--- src/rtl/i2c_init_pkg.sv ---
// Shared types, CSR offsets and helpers for the I2C master CSR init sequencer.
`timescale 1ns/1ps
package i2c_init_pkg;

  typedef enum logic [3:0] {
    ST_WAIT,
    ST_DIS,
    ST_SCLL,
    ST_SCLH,
    ST_SDAH,
    ST_ISER,
    ST_EN,
    ST_DONE,
    ST_DRAIN
  } i2c_init_state_t;

  // Sub-phase of a write state when readback verification is compiled in.
  typedef enum logic [1:0] {
    PH_WRITE,
    PH_READ,
    PH_RESP
  } i2c_rb_phase_t;

  localparam logic [3:0] CSR_CTRL     = 4'h2;
  localparam logic [3:0] CSR_ISER     = 4'h3;
  localparam logic [3:0] CSR_SCL_LOW  = 4'h8;
  localparam logic [3:0] CSR_SCL_HIGH = 4'h9;
  localparam logic [3:0] CSR_SDA_HOLD = 4'hA;

  function automatic logic [3:0] csr_offset(input i2c_init_state_t s);
    case (s)
      ST_DIS:  return CSR_CTRL;
      ST_SCLL: return CSR_SCL_LOW;
      ST_SCLH: return CSR_SCL_HIGH;
      ST_SDAH: return CSR_SDA_HOLD;
      ST_ISER: return CSR_ISER;
      ST_EN:   return CSR_CTRL;
      default: return 4'h0;
    endcase
  endfunction

  function automatic i2c_init_state_t state_after(input i2c_init_state_t s);
    case (s)
      ST_DIS:  return ST_SCLL;
      ST_SCLL: return ST_SCLH;
      ST_SCLH: return ST_SDAH;
      ST_SDAH: return ST_ISER;
      ST_ISER: return ST_EN;
      ST_EN:   return ST_DONE;
      default: return ST_WAIT;
    endcase
  endfunction

  // Saturating 0..3 outstanding-read counter with simultaneous inc/dec cancelling.
  function automatic logic [1:0] track_reads(input logic [1:0] cnt, input logic inc,
                                             input logic dec);
    if (inc && !dec && cnt != 2'd3) return cnt + 2'd1;
    if (dec && !inc && cnt != 2'd0) return cnt - 2'd1;
    return cnt;
  endfunction

endpackage

--- src/rtl/i2c_csr_init_seq.sv ---
// Programs the I2C master CSRs after reset, then hands the CSR port to the host.
// Optional readback verification of the timing registers: I2C_INIT_READBACK_EN.
`timescale 1ns/1ps
module i2c_csr_init_seq
  import i2c_init_pkg::*;
#(
  parameter int unsigned ADDR_WIDTH   = 4,
  parameter int unsigned DATA_WIDTH   = 32,
  parameter int unsigned START_DELAY  = 16,
  parameter logic [31:0] SCL_LOW_VAL  = 32'd250,
  parameter logic [31:0] SCL_HIGH_VAL = 32'd250,
  parameter logic [31:0] SDA_HOLD_VAL = 32'd60,
  parameter logic [31:0] ISER_VAL     = 32'h0,
  parameter logic [31:0] CTRL_VAL     = 32'h1
) (
  input  logic                  clk,
  input  logic                  reset,
  input  logic                  reinit,
  input  logic [ADDR_WIDTH-1:0] host_address,
  input  logic                  host_write,
  input  logic                  host_read,
  input  logic [DATA_WIDTH-1:0] host_writedata,
  output logic [DATA_WIDTH-1:0] host_readdata,
  output logic                  host_readdatavalid,
  output logic                  host_waitrequest,
  output logic [ADDR_WIDTH-1:0] i2c_csr_address,
  output logic                  i2c_csr_write,
  output logic                  i2c_csr_read,
  output logic [DATA_WIDTH-1:0] i2c_csr_writedata,
  input  logic [DATA_WIDTH-1:0] i2c_csr_readdata,
  input  logic                  i2c_csr_readdatavalid,
  input  logic                  i2c_csr_waitrequest,
  output logic                  init_done,
  output logic                  init_error
);

  i2c_init_state_t       state, state_next;
  logic [15:0]           delay_cnt, delay_cnt_next;
  logic [1:0]            outstanding, outstanding_next;
  logic [ADDR_WIDTH-1:0] seq_addr;
  logic [DATA_WIDTH-1:0] seq_data;

`ifdef I2C_INIT_READBACK_EN
  i2c_rb_phase_t phase, phase_next;
  logic          error_q, error_next;
  logic          needs_rb;
`endif

  always_ff @(posedge clk or posedge reset) begin
    if (reset) begin
      state       <= ST_WAIT;
      delay_cnt   <= '0;
      outstanding <= '0;
`ifdef I2C_INIT_READBACK_EN
      phase       <= PH_WRITE;
      error_q     <= 1'b0;
`endif
    end else begin
      state       <= state_next;
      delay_cnt   <= delay_cnt_next;
      outstanding <= outstanding_next;
`ifdef I2C_INIT_READBACK_EN
      phase       <= phase_next;
      error_q     <= error_next;
`endif
    end
  end

  always_comb begin
    state_next       = state;
    delay_cnt_next   = delay_cnt;
    outstanding_next = outstanding;
`ifdef I2C_INIT_READBACK_EN
    phase_next       = phase;
    error_next       = error_q;
    needs_rb         = (state == ST_SCLL) || (state == ST_SCLH) || (state == ST_SDAH);
`endif

    seq_addr = ADDR_WIDTH'(csr_offset(state));
    case (state)
      ST_SCLL: seq_data = DATA_WIDTH'(SCL_LOW_VAL);
      ST_SCLH: seq_data = DATA_WIDTH'(SCL_HIGH_VAL);
      ST_SDAH: seq_data = DATA_WIDTH'(SDA_HOLD_VAL);
      ST_ISER: seq_data = DATA_WIDTH'(ISER_VAL);
      ST_EN:   seq_data = DATA_WIDTH'(CTRL_VAL);
      default: seq_data = '0;
    endcase

    i2c_csr_address    = seq_addr;
    i2c_csr_write      = 1'b0;
    i2c_csr_read       = 1'b0;
    i2c_csr_writedata  = seq_data;
    host_readdata      = i2c_csr_readdata;
    host_readdatavalid = 1'b0;
    host_waitrequest   = 1'b1;

    case (state)
      ST_WAIT: begin
        if (delay_cnt == 16'(START_DELAY - 1)) begin
          state_next     = ST_DIS;
          delay_cnt_next = '0;
        end else begin
          delay_cnt_next = delay_cnt + 16'd1;
        end
      end

      ST_DIS, ST_SCLL, ST_SCLH, ST_SDAH, ST_ISER, ST_EN: begin
`ifdef I2C_INIT_READBACK_EN
        // Timing registers get write, read, wait-for-data before the state advances.
        case (phase)
          PH_WRITE: begin
            i2c_csr_write = 1'b1;
            if (!i2c_csr_waitrequest) begin
              if (needs_rb) phase_next = PH_READ;
              else          state_next = state_after(state);
            end
          end
          PH_READ: begin
            i2c_csr_read = 1'b1;
            if (!i2c_csr_waitrequest) phase_next = PH_RESP;
          end
          default: begin
            if (i2c_csr_readdatavalid) begin
              if (i2c_csr_readdata != seq_data) error_next = 1'b1;
              phase_next = PH_WRITE;
              state_next = state_after(state);
            end
          end
        endcase
`else
        i2c_csr_write = 1'b1;
        if (!i2c_csr_waitrequest) state_next = state_after(state);
`endif
      end

      ST_DONE: begin
        i2c_csr_address    = host_address;
        i2c_csr_write      = host_write;
        i2c_csr_read       = host_read;
        i2c_csr_writedata  = host_writedata;
        host_readdatavalid = i2c_csr_readdatavalid;
        host_waitrequest   = i2c_csr_waitrequest;
        outstanding_next   = track_reads(outstanding, host_read && !i2c_csr_waitrequest,
                                         i2c_csr_readdatavalid);
        if (reinit) state_next = ST_DRAIN;
      end

      ST_DRAIN: begin
        host_readdatavalid = i2c_csr_readdatavalid;
        outstanding_next   = track_reads(outstanding, 1'b0, i2c_csr_readdatavalid);
        if (outstanding == 2'd0) state_next = ST_DIS;
      end

      default: state_next = ST_WAIT;
    endcase
  end

  assign init_done = (state == ST_DONE);

`ifdef I2C_INIT_READBACK_EN
  assign init_error = error_q;
`else
  assign init_error = 1'b0;
`endif

endmodule

--- config.mk ---
export PLATFORM = sky130hd
export DESIGN_NAME = i2c_csr_init_seq
export DESIGN_NICKNAME = d
export VERILOG_FILES = /design/src/rtl/i2c_init_pkg.sv /design/src/rtl/i2c_csr_init_seq.sv
export SDC_FILE = /design/constraint.sdc
export NUM_CORES = 1
export LEC_CHECK = 0
export ABC_AREA = 1
export CAP_MARGIN = 40
export CORE_MARGIN = 3
export CORE_UTILIZATION = 38
export CTS_BUF_LIST = sky130_fd_sc_hd__clkbuf_2 sky130_fd_sc_hd__clkbuf_4 sky130_fd_sc_hd__clkbuf_8
export DETAILED_ROUTE_END_ITERATION = 16
export PLACE_DENSITY = 0.88
export SETUP_SLACK_MARGIN = 0.1
export SYNTH_ARGS = -nofsm -noshare
export SYNTH_HDL_FRONTEND = slang
export SYNTH_SLANG_ARGS = --single-unit
--- constraint.sdc ---
create_clock -name clk -period 4.1 [get_ports clk]
set_clock_uncertainty 0.15 [all_clocks]
set_input_delay 0.82 -clock clk [delete_from_list [all_inputs] [get_ports clk]]
set_output_delay 0.82 -clock clk [all_outputs]
set_load 0.01 [all_outputs]
==> impl_metrics.toml <==
[run_status]
outcome = "finished, final reports clean"

[clock_tree]
postCtsSetupBuffers = 0
clockBufferDepth = 2
cts.sinks = 22
ctsHoldBuffers = 0
clock-root-buffer = "clkbuf_8"
cts_inserted_buffers = 3
path_clk_slew_ns = 0.08
cts_tree = "built"
post_cts_resized = 0
clkLatencyLatePin_ns = 0.26
cts_htree_levels = 1

[sta]
setup_viol_count_final = 0
slew_violations = 0
max_freq_mhz = 329
finalWorstSetupSlack_ns = 1.06
finalSetupTns_ns = 0
max_slew.worst_pin.slew_ns = 0.800
period_share_pct = 74.2
rsz0062_at_grt = "no"
hold_violations = 0
fin_crit_ns = 3.04
max_slew_margin_pct = 46.6

[routing]
ant_nets = 0
drcViolationCount = 0
wl_um = 4770
avgRoutedWirePerCell_um = 11.6
first_iter_violations = 74
viasPerCell = 4.59
first_pass_iters = 4
num_vias = 1888

[worst_setup_path]
worst-path-max-fanout = 28
startpoint_type = "flip-flop"
cp.required_ns = 3.13
path_cells = "nand2_4 > nor2_8 > inv_4 > a21oi_1 > clkdlybuf4s50_1"
cp_slowest_cell = "dfrtp_1"
path_class = "reg2out"
crit_arrival_ns = 2.07
max_stage_delay_ns = 0.55
endpoint_kind = "primary output"

[global_routing]
grt_pass1_wl_um = 8050
grt_pass1_vias = 1760
grt_max_degree = 29
grt_usage_pct = 15.8
antenna_found_initial = 0
busiest_layer = "met2"
gr-total-overflow = 0
gr-usage-met3_pct = 5.10
gr-usage-met2_pct = 28.4
grtUsageMet1_pct = 18.4

[pwr]
p_leak_nw = 1.39
power_density_nw_per_um2 = 480
vdd_drop_max_uv = 282

[min_path]
hp-class = "reg2reg"

[logic_synthesis]
synthCells = 294
yosysWarnings = 0
yosysSeqAreaShare_pct = 28.2
synth_top_area_share_pct = 28.2
synth_area_leaders = "dfrtp_1, buf_4, nand2_1"
synth_nets = 372
ys_ff_latch = 22
ys_types = 31
yosys.area.top_type = "dfrtp_1"
synth_area_um2 = 1950
synth_area_per_cell_um2 = 6.64

[layout]
nets = 423
n_antenna_cell = 0
final_core_util_pct = 54.6
syn2layout_area_growth_pct = 35.6
drive_gt1_share_pct = 6.40

[die]
ios = 149
start_util_pct = 40.3
dieWidth_um = 77.7
rows = 25
placeableCoreArea_um2 = 4850
die_area_um2 = 6030
die_h_um = 77.7

[run]
drv_cap = 0

[placement]
gp_congestion = 0.823
dp_slack_ns = 1.07
dp_hpwl_um = 3900
port_buffers = 83
[worst paths after layout]
kind	cells after the start	from	end	slack, ns
min reg2reg	1	delay_cnt[12]	delay_cnt[12]	0.38
max in group asynchronous	2	reset	state[3]	2.44
max reg2reg	6	state[0]	outstanding[0]	2.37
min	1	delay_cnt[12]	delay_cnt[12]	0.38
max	5	state[0]	host_readdatavalid	1.06
min in group asynchronous	2	reset	delay_cnt[12]	0.85
[power breakdown]
group	internal (mW)	switching (mW)	total, mW
logic	0.364	0.423	0.787
registers	0.266	0.0628	0.329
clock network	0.0855	0.0682	0.154
[registers in the layout (all words and copies together) (netlist names)]
signal / flops
delay_cnt: 16
outstanding: 2
state: 4
[worst max-delay path: cells and delay by family (launching register included)]
kind            cells  cell delay (ns)
compound gates      1             0.15
buf+inv             2             0.72
flops               1             0.55
simple gates        2             0.38
[layer usage]
metal / share of wire [%] / wire, um / vias to the layer above
met5: 0 / 0 / -
met4: 0.59 / 28 / 0
met3: 8.3 / 397 / 11
met2: 50 / 2400 / 80
met1: 41 / 1950 / 843
li1: - / - / 954
[through the flow]
| stage | area, um^2 | cells | total power [mW] | hold WS (ns) |
|---|---|---|---|---|
| final | 2650 | 411 | 1.27 | 0.377 |
| after global routing | 2650 | 411 | 1.37 | 0.414 |
| after CTS | 2650 | 411 | 1.28 | 0.379 |
| after detailed placement | 2590 | 407 | 1.12 | 0.361 |
| after global placement | 2590 | 407 | 1.10 | 0.343 |
| after floorplan | 1950 | 294 | 0.825 | 0.325 |
[final cells by class]
cell class              instances  area, um^2
well taps                      67        83.8
flip-flops and latches         22         551
multi-input cells             179         912
inverters                      56         215
fillers                       457        2200
repair buffers                 83         831
clock buffers                   4        55.1
[cell families (layout without fill, tap and decap cells)]
logic type,after synthesis,in the layout,share of synthesized area [%]
other cells,1,1,0.192
buf+inv,93,143,25.1
compound gates,11,11,3.33
fa+ha+maj,3,3,1.92
simple gates,152,152,35.9
xor+xnor,12,12,5.39
flops,22,22,28.2
[synthesized netlist by cell type, drive strengths merged]
| library cell | n |
|---|---|
| a21o | 1 |
| a21oi | 2 |
| and2 | 2 |
| buf | 37 |
| conb | 1 |
| dfrtp | 22 |
| ha | 3 |
| inv | 56 |
| nand2 | 73 |
| nand3 | 15 |
| nand3b | 2 |
| nand4 | 9 |
| nor2 | 47 |
| nor3 | 4 |
| o211ai | 1 |
| o21ai | 5 |
| o221ai | 1 |
| o22ai | 1 |
| xnor2 | 3 |
| xor2 | 9 |
[placed cells by master (no fill, tap or decap), types with 3 or more instances in the layout]
cell type,instances
clkbuf_8,4
clkdlybuf4s50_1,83
dfrtp_1,22
ha_1,3
inv_1,52
nand2_1,65
nand2_2,6
nand3_1,12
nand3_2,3
nand4_1,9
nor2_1,44
nor3_1,4
o21ai_0,3
xnor2_1,3
xor2_1,9
No activity file was read; power rests on OpenSTA's default activity.
